File: config.mk
export PLATFORM = sky130hd
export DESIGN_NAME = draw_arbiter
export DESIGN_NICKNAME = d
export VERILOG_FILES = /design/src/rtl/draw_arbiter.sv
export SDC_FILE = /design/constraint.sdc
export NUM_CORES = 1
export LEC_CHECK = 0
export CORE_ASPECT_RATIO = 0.75
export CORE_UTILIZATION = 35
export DETAILED_ROUTE_END_ITERATION = 12
export GPL_ROUTABILITY_DRIVEN = 0
export PLACE_DENSITY = 0.81
export SETUP_SLACK_MARGIN = 0.2
export SYNTH_ARGS = -nofsm -noshare
export SYNTH_HDL_FRONTEND = slang
export SYNTH_SLANG_ARGS = --single-unit
File: constraint.sdc
create_clock -name clk -period 3.93 [get_ports clk]
set_input_delay 0.786 -clock clk [delete_from_list [all_inputs] [get_ports clk]]
set_output_delay 0.786 -clock clk [all_outputs]
set_load 0.01 [all_outputs]
File: src/rtl/draw_arbiter.sv
// Round-robin arbiter that lends the VGA pixel port to one drawing client at a time.
// A grant lasts until that client raises done or a timeout expires. One release cycle follows each grant.
module draw_arbiter #(
  parameter int N_CLIENTS = 4,
  parameter int TIMEOUT   = 16383
) (
  input  logic        clk,
  input  logic        resetn,
  input  logic [3:0]  req,
  input  logic [35:0] x_in,
  input  logic [35:0] y_in,
  input  logic [11:0] colour_in,
  input  logic [3:0]  done_in,
  output logic [3:0]  draw_en,
  output logic [8:0]  vga_x,
  output logic [8:0]  vga_y,
  output logic [2:0]  vga_colour,
  output logic        vga_plot,
  output logic        busy,
  output logic [1:0]  grant_id,
  output logic        timeout_err,
  output logic [1:0]  dbg_state
);

  typedef enum logic [1:0] {
    S_IDLE    = 2'd0,
    S_DRAW    = 2'd1,
    S_RELEASE = 2'd2
  } state_t;

  localparam logic [13:0] TIMEOUT_LAST = 14'(TIMEOUT - 1);

  state_t      state_q, state_d;
  logic [1:0]  grant_q, grant_d;
  logic [1:0]  last_grant_q, last_grant_d;
  logic [3:0]  draw_en_q, draw_en_d;
  logic [8:0]  vga_x_q, vga_x_d;
  logic [8:0]  vga_y_q, vga_y_d;
  logic [2:0]  vga_colour_q, vga_colour_d;
  logic        vga_plot_q, vga_plot_d;
  logic        busy_q, busy_d;
  logic        err_q, err_d;
  logic [13:0] cnt_q, cnt_d;
  logic        first_q, first_d;

  logic [1:0]  pick;
  logic [1:0]  idx;
  logic        found;
  logic [8:0]  cur_x;
  logic [8:0]  cur_y;
  logic [2:0]  cur_colour;
  logic        cur_done;

  // Search order starts one past the last grant; the last grant itself is checked last.
  always_comb begin
    pick  = '0;
    idx   = '0;
    found = 1'b0;
    for (int i = 1; i <= N_CLIENTS; i++) begin
      idx = last_grant_q + 2'(i);
      if (!found && req[idx]) begin
        pick  = idx;
        found = 1'b1;
      end
    end
  end

  always_comb begin
    cur_x      = x_in[8:0];
    cur_y      = y_in[8:0];
    cur_colour = colour_in[2:0];
    cur_done   = done_in[0];
    case (grant_q)
      2'd1: begin
        cur_x      = x_in[17:9];
        cur_y      = y_in[17:9];
        cur_colour = colour_in[5:3];
        cur_done   = done_in[1];
      end
      2'd2: begin
        cur_x      = x_in[26:18];
        cur_y      = y_in[26:18];
        cur_colour = colour_in[8:6];
        cur_done   = done_in[2];
      end
      2'd3: begin
        cur_x      = x_in[35:27];
        cur_y      = y_in[35:27];
        cur_colour = colour_in[11:9];
        cur_done   = done_in[3];
      end
      default: ;
    endcase
  end

  always_comb begin
    state_d      = state_q;
    grant_d      = grant_q;
    last_grant_d = last_grant_q;
    draw_en_d    = draw_en_q;
    vga_x_d      = vga_x_q;
    vga_y_d      = vga_y_q;
    vga_colour_d = vga_colour_q;
    vga_plot_d   = 1'b0;
    err_d        = err_q;
    cnt_d        = cnt_q;
    first_d      = first_q;

    case (state_q)
      S_IDLE: begin
        draw_en_d = '0;
        if (found) begin
          grant_d      = pick;
          last_grant_d = pick;
          draw_en_d    = 4'b0001 << pick;
          cnt_d        = '0;
          first_d      = 1'b1;
          state_d      = S_DRAW;
        end
      end
      S_DRAW: begin
        vga_x_d      = cur_x;
        vga_y_d      = cur_y;
        vga_colour_d = cur_colour;
        cnt_d        = cnt_q + 14'd1;
        first_d      = 1'b0;
        // Done wins over a timeout landing in the same cycle.
        if (cur_done) begin
          draw_en_d = '0;
          state_d   = S_RELEASE;
        end else if (cnt_q == TIMEOUT_LAST) begin
          draw_en_d = '0;
          err_d     = 1'b1;
          state_d   = S_RELEASE;
        end else begin
          // Client coordinates trail its enable by a cycle, so the first sample is stale.
          vga_plot_d = !first_q;
        end
      end
      S_RELEASE: begin
        draw_en_d = '0;
        state_d   = S_IDLE;
      end
      default: begin
        draw_en_d = '0;
        state_d   = S_IDLE;
      end
    endcase

    busy_d = (state_d != S_IDLE);
  end

  always_ff @(posedge clk) begin
    if (!resetn) begin
      state_q      <= S_IDLE;
      grant_q      <= '0;
      last_grant_q <= 2'd3;
      draw_en_q    <= '0;
      vga_x_q      <= '0;
      vga_y_q      <= '0;
      vga_colour_q <= '0;
      vga_plot_q   <= 1'b0;
      busy_q       <= 1'b0;
      err_q        <= 1'b0;
      cnt_q        <= '0;
      first_q      <= 1'b0;
    end else begin
      state_q      <= state_d;
      grant_q      <= grant_d;
      last_grant_q <= last_grant_d;
      draw_en_q    <= draw_en_d;
      vga_x_q      <= vga_x_d;
      vga_y_q      <= vga_y_d;
      vga_colour_q <= vga_colour_d;
      vga_plot_q   <= vga_plot_d;
      busy_q       <= busy_d;
      err_q        <= err_d;
      cnt_q        <= cnt_d;
      first_q      <= first_d;
    end
  end

  assign draw_en     = draw_en_q;
  assign vga_x       = vga_x_q;
  assign vga_y       = vga_y_q;
  assign vga_colour  = vga_colour_q;
  assign vga_plot    = vga_plot_q;
  assign busy        = busy_q;
  assign grant_id    = grant_q;
  assign timeout_err = err_q;
  assign dbg_state   = state_q;

endmodule

======== Yosys cells after proc, flatten, opt, wreduce, memory -nomap -nowiden ========
Index checks and enable logic that the tools add are counted.
storage, ports and cells
  register bits after elaboration ......... 49
  bits in latches ......................... 0
  RAM bits ................................ 0
  ROM bits ................................ 0
  input bits .............................. 94
  output and inout bits ................... 32
  word-level logic and storage cells ...... 77
  memories ................................ 0
operators by class
  add/sub/neg operators ................... 4
  $mul .................................... 0
  divide/modulo/power cells ............... 0
  magnitude comparators ................... 4
  equality and inequality tests ........... 7
  shift operators ......................... 1
  muxes and demuxes ....................... 32
  bitwise logic cells ..................... 3
  reduce and logical (&&, ||, !) cells .... 14
operator list
  cell                                                                   number
  9-bit case mux with 3 select lines                                     2
  14-bit case mux with 2 select lines                                    1
  14-bit by 1-bit adder with 14-bit output, second input constant        1
  14-bit equality test, second input constant                            1
  14-bit 2-to-1 mux                                                      1
  2-bit 2-to-1 mux                                                       7
  2-bit by 3-bit < comparator with 1-bit output, second input constant   4
  4-bit 2-to-1 mux                                                       3
  1-bit 2-to-1 mux                                                       9
  3-bit case mux with 3 select lines                                     1
  1-bit binary-select mux with 2-bit select                              4
  4-bit case mux with 2 select lines                                     1
  2-bit adder, second input constant                                     2
  2-bit by 1-bit equality test with 1-bit output, second input constant  2
  2-bit equality test, second input constant                             2
  1-bit zero test                                                        4
  2-bit case mux with 2 select lines                                     1
  2-bit AND reduction                                                    2
  2-bit nonzero test                                                     2
  4-bit OR reduction                                                     1
  1-bit by 2-bit << shifter with 4-bit output, first input constant      1
  1-bit logical AND                                                      3
  3-bit != test, second input constant                                   1
  1-bit NOT                                                              3
  other kinds (6)                                                        6

======== Longest topological paths before layout ========
  depth after elaboration ................. 16
  gate-level depth with buffers ........... 6

======== Least setup slack after synthesis ========
No wires, ideal clock.
  path kind ............................... input port to flip-flop
  start ................................... input port req[1]
  end ..................................... register draw_en_q[0] (netlist: draw_en[0])
  arrival ................................. 1.765 ns
  setup slack ............................. 2.048 ns
  stages .................................. 5
  buffers on the path ..................... 1
  path through ............................ nor4_1 -> or3_1 -> buf_2 -> a211oi_2 -> a32o_1
between the ends
  word-level cells in the longest chain between the ends .. 15
  elaborated cells between the ends (all ways) .. 25
  classes of those cells .................. shift (1); mux (18); reduce/logical (6)
RTL lines
  item                                         line  RTL
  from (decl)                                  9     input logic [3:0] req,
  1-bit binary-select mux with 2-bit select    61    if (!found && req[idx]) begin
  1-bit 2-to-1 mux (implied by the code)       61
  1-bit 2-to-1 mux                             61
  1-bit zero test                              61
  1-bit logical AND                            61
  1-bit 2-to-1 mux                             61
  1-bit zero test                              61
  1-bit logical AND                            61
  1-bit 2-to-1 mux                             61
  1-bit zero test                              61
  1-bit logical AND                            61
  2-bit 2-to-1 mux                             61
  1-bit by 2-bit << shifter with 4-bit output  115   draw_en_d = 4'b0001 << pick;
  4-bit 2-to-1 mux *                           112   if (found) begin
  4-bit case mux with 2 select lines *         109   case (state_q)
  to (signal assigned)                         171   draw_en_q <= draw_en_d;
  to (decl)                                    36    logic [3:0] draw_en_q, draw_en_d;
Mark *: on every way between the ends. The rest lies on a longest branch, timed or not. The select of a mux whose other input is x is not followed.
A chain may end at the register's enable or synchronous reset.

======== Worst setup path after layout ========
  start ................................... register grant_q[0] (netlist: grant_id[0])
  end ..................................... output port grant_id[0]
RTL lines
  item                    line  RTL
  from (decl)             34    logic [1:0] grant_q, grant_d;
  from (signal assigned)  169   grant_q <= grant_d;
  to (decl)               20    output logic [1:0] grant_id,
No word-level cell between the ends.

==> impl_metrics.yaml <==
run_status:
  outcome: "completed"
yosys:
  yosysTopAreaCell: "dfxtp_1"
  postSynth.asyncResetShare_pct: 0
  ys.flop_type: "dfxtp_1"
  netlist.area_leader.share_pct: 37.2
  yosysMostFrequentCell: "nand2_1"
  syn_area_per_cell_um2: 9.44
  ys_types: 42
  synthTopCellsByArea: "dfxtp_1, mux4_2, nand2_1"
  synthTopCellsByCount: "nand2_1, dfxtp_1, a21boi_0"
  synth-edff-count: 0
  ys.warnings.count: 0
  syn-cell-area_um2: 2630
  syn_nets: 375
  ys_ff_latch: 49
  seq_area_frac_synth_pct: 37.2
  syn_inst: 279
clock_network:
  numCtsBuffers: 5
  clk_pin_slew_worst_paths_ns: 0.09
  cts_resized: 0
  cts.sinks: 49
  clk_latency_ns: 0.30
  clock-root-buffer: "clkbuf_8"
  post_cts_buffers: 0
  cts_tree: "yes"
  ctsHtreeMaxLevel: 2
  clockBufferDepth: 2
  cts_hold_buf: 0
worst_setup_path:
  timing.rr.end: "cnt_q[10]"
  cp_data_required_time_ns: 3.14
  reg2reg_slack_ns: 1.69
  r2r.worst_path.cells: 5
  slowest_stage: "dfxtp_2"
  cp_num_buf_inv: 1
  critPathArrivalTime_ns: 1.87
  cp_slowest_stage_delay_ns: 0.90
  critPathTopFamily: "flip-flops"
  critPathCaptureType: "output port"
  cp_max_fo: 25
  startpoint_type: "flip-flop"
  cp_cell_sequence: "clkdlybuf4s50_1"
  crit_type: "flip-flop to output port"
  timing.rr.start: "dbg_state[0]"
floorplan:
  start_util_pct: 37.5
  num_rows: 26
  coreArea_um2: 7030
  ios: 126
  die-area_um2: 7880
  die_w_um: 102
  die_h_um: 77.1
detailed_routing:
  wl_per_cell_um: 14.8
  drc: 0
  drt-initial-drc-count: 82
  antenna_left: 0
  vias: 2566
  viasPerCell: 5.17
  firstDrtPassIters: 4
  drt-total-wl_mm: 7.33
sta:
  rsz0062_at_grt: "false"
  fin_crit_ns: 2.66
  worst_pin_slew_ns: 1.19
  slew_viol_final: 0
  hold_viol_final: 0
  fmax_mhz: 376
  fin_setup_tns_ns: 0
  fin_hold_ws_ns: 0.456
  fin_skew_ns: 0.00990
  slew_headroom_pct: 20.4
  final.period_utilization_pct: 67.6
  setup_viol: 0
placed_design:
  placed_area_um2: 3970
  io_buffer_count: 125
  dp_cells: 488
  dp_hpwl_mm: 5.63
worst_hold_path:
  min_to: "draw_en[3]"
  hold_path.class: "flip-flop to flip-flop"
  hold_path_depth: 2
  worstHoldStart: "draw_en[3]"
power:
  power_density_nw_per_um2: 361
  total_power_w: 0.00147
  vdd_drop_max_mv: 0.164
  p_leak_nw: 1.40
global_route:
  grt_pass1_wl_mm: 11.7
  antenna_found_initial: 0
  grt_pass1_vias: 2464
  overflow: 0
  grt_max_degree: 33
  grt_usage_pct: 19.3
final_layout:
  num-nets-final: 493
  stdcell_count: 496
  area_growth_pct: 55.2
  drive_gt1_share_pct: 11.8
  finalInstanceArea_um2: 4090
  antenna_cells: 0
run:
  drv_cap: 0
## report_power, final
part | internal (W) | switching, W
Combinational | 0.000295 | 0.000199
Sequential | 0.000549 | 0.0000619
Clock | 0.000207 | 0.000163
Total | 0.00105 | 0.000424
## worst max-delay path by stage
stage | startpoint | to | slack, ns | depth (start not counted)
2_1_floorplan | req[1] | draw_en[0] | 2.05 | 5
3_3_place_gp | req[1] | draw_en[0] | 1.40 | 5
3_5_place_dp | req[1] | draw_en[0] | 1.32 | 5
4_1_cts | grant_id[0] | grant_id[0] | 1.24 | 1
5_1_grt | grant_id[0] | grant_id[0] | 1.09 | 1
6_report | grant_id[0] | grant_id[0] | 1.27 | 1
## placed cells by master, fill, tap and decap left out, types with 2 or more instances in the layout
cell type,count
nand3_1,8
nor2b_1,2
nand3b_1,3
and2_1,4
buf_4,4
o21ai_0,10
nor4_1,4
o32ai_1,2
mux4_2,21
xor2_1,3
inv_1,8
dfxtp_1,48
mux2_2,3
a21boi_0,25
nand2_1,58
a21oi_1,6
o22ai_1,5
or3_1,6
nand2b_1,4
a32o_1,2
a31oi_1,4
nor2_1,11
o211ai_1,2
ha_1,2
clkdlybuf4s50_1,125
clkbuf_8,6
nor3_1,2
nand4_1,2
## kinds of logic after synthesis
group           share of synthesized area (%)
simple gates                             20.7
flops                                    37.2
xor+xnor                                0.998
mux                                      19.6
compound gates                           16.5
fa+ha+maj                               0.950
buf+inv                                  3.94
## flip-flops by register name (all words and copies together) (netlist names)
name	cells
vga_colour	3
vga_plot	1
vga_x	9
cnt_q	14
vga_y	9
first_q	1
last_grant_q	2
dbg_state	2
busy	1
grant_id	2
timeout_err	1
draw_en	4
## layer usage
layer	vias to the layer above	routed length (µm)	global-route usage [%]
met3	4	516	5.20
li1	1259	-	-
met2	93	3500	31.9
met1	1210	3250	24.7
met4	0	63	4.86
met5	-	0	0
## layout make-up
cell class | instances | area, µm²
Clock buffer | 6 | 82.6
Clock inverter | 2 | 37.5
Fill cell | 619 | 2940
Inverter | 8 | 30.0
Multi-Input combinational cell | 204 | 1550
Sequential cell | 49 | 982
Tap cell | 98 | 123
Timing Repair Buffer | 129 | 1280
## stage by stage
| step | worst slack, ns | utilization [%] |
|---|---|---|
| 2_1_floorplan | 2.05 | - |
| 3_3_place_gp | 1.40 | 56.5 |
| 3_5_place_dp | 1.32 | 56.5 |
| 4_1_cts | 1.24 | 58.2 |
| 5_1_grt | 1.09 | 58.2 |
| 6_report | 1.27 | 58.2 |
Note: power is estimated with default switching activity, not from simulation.
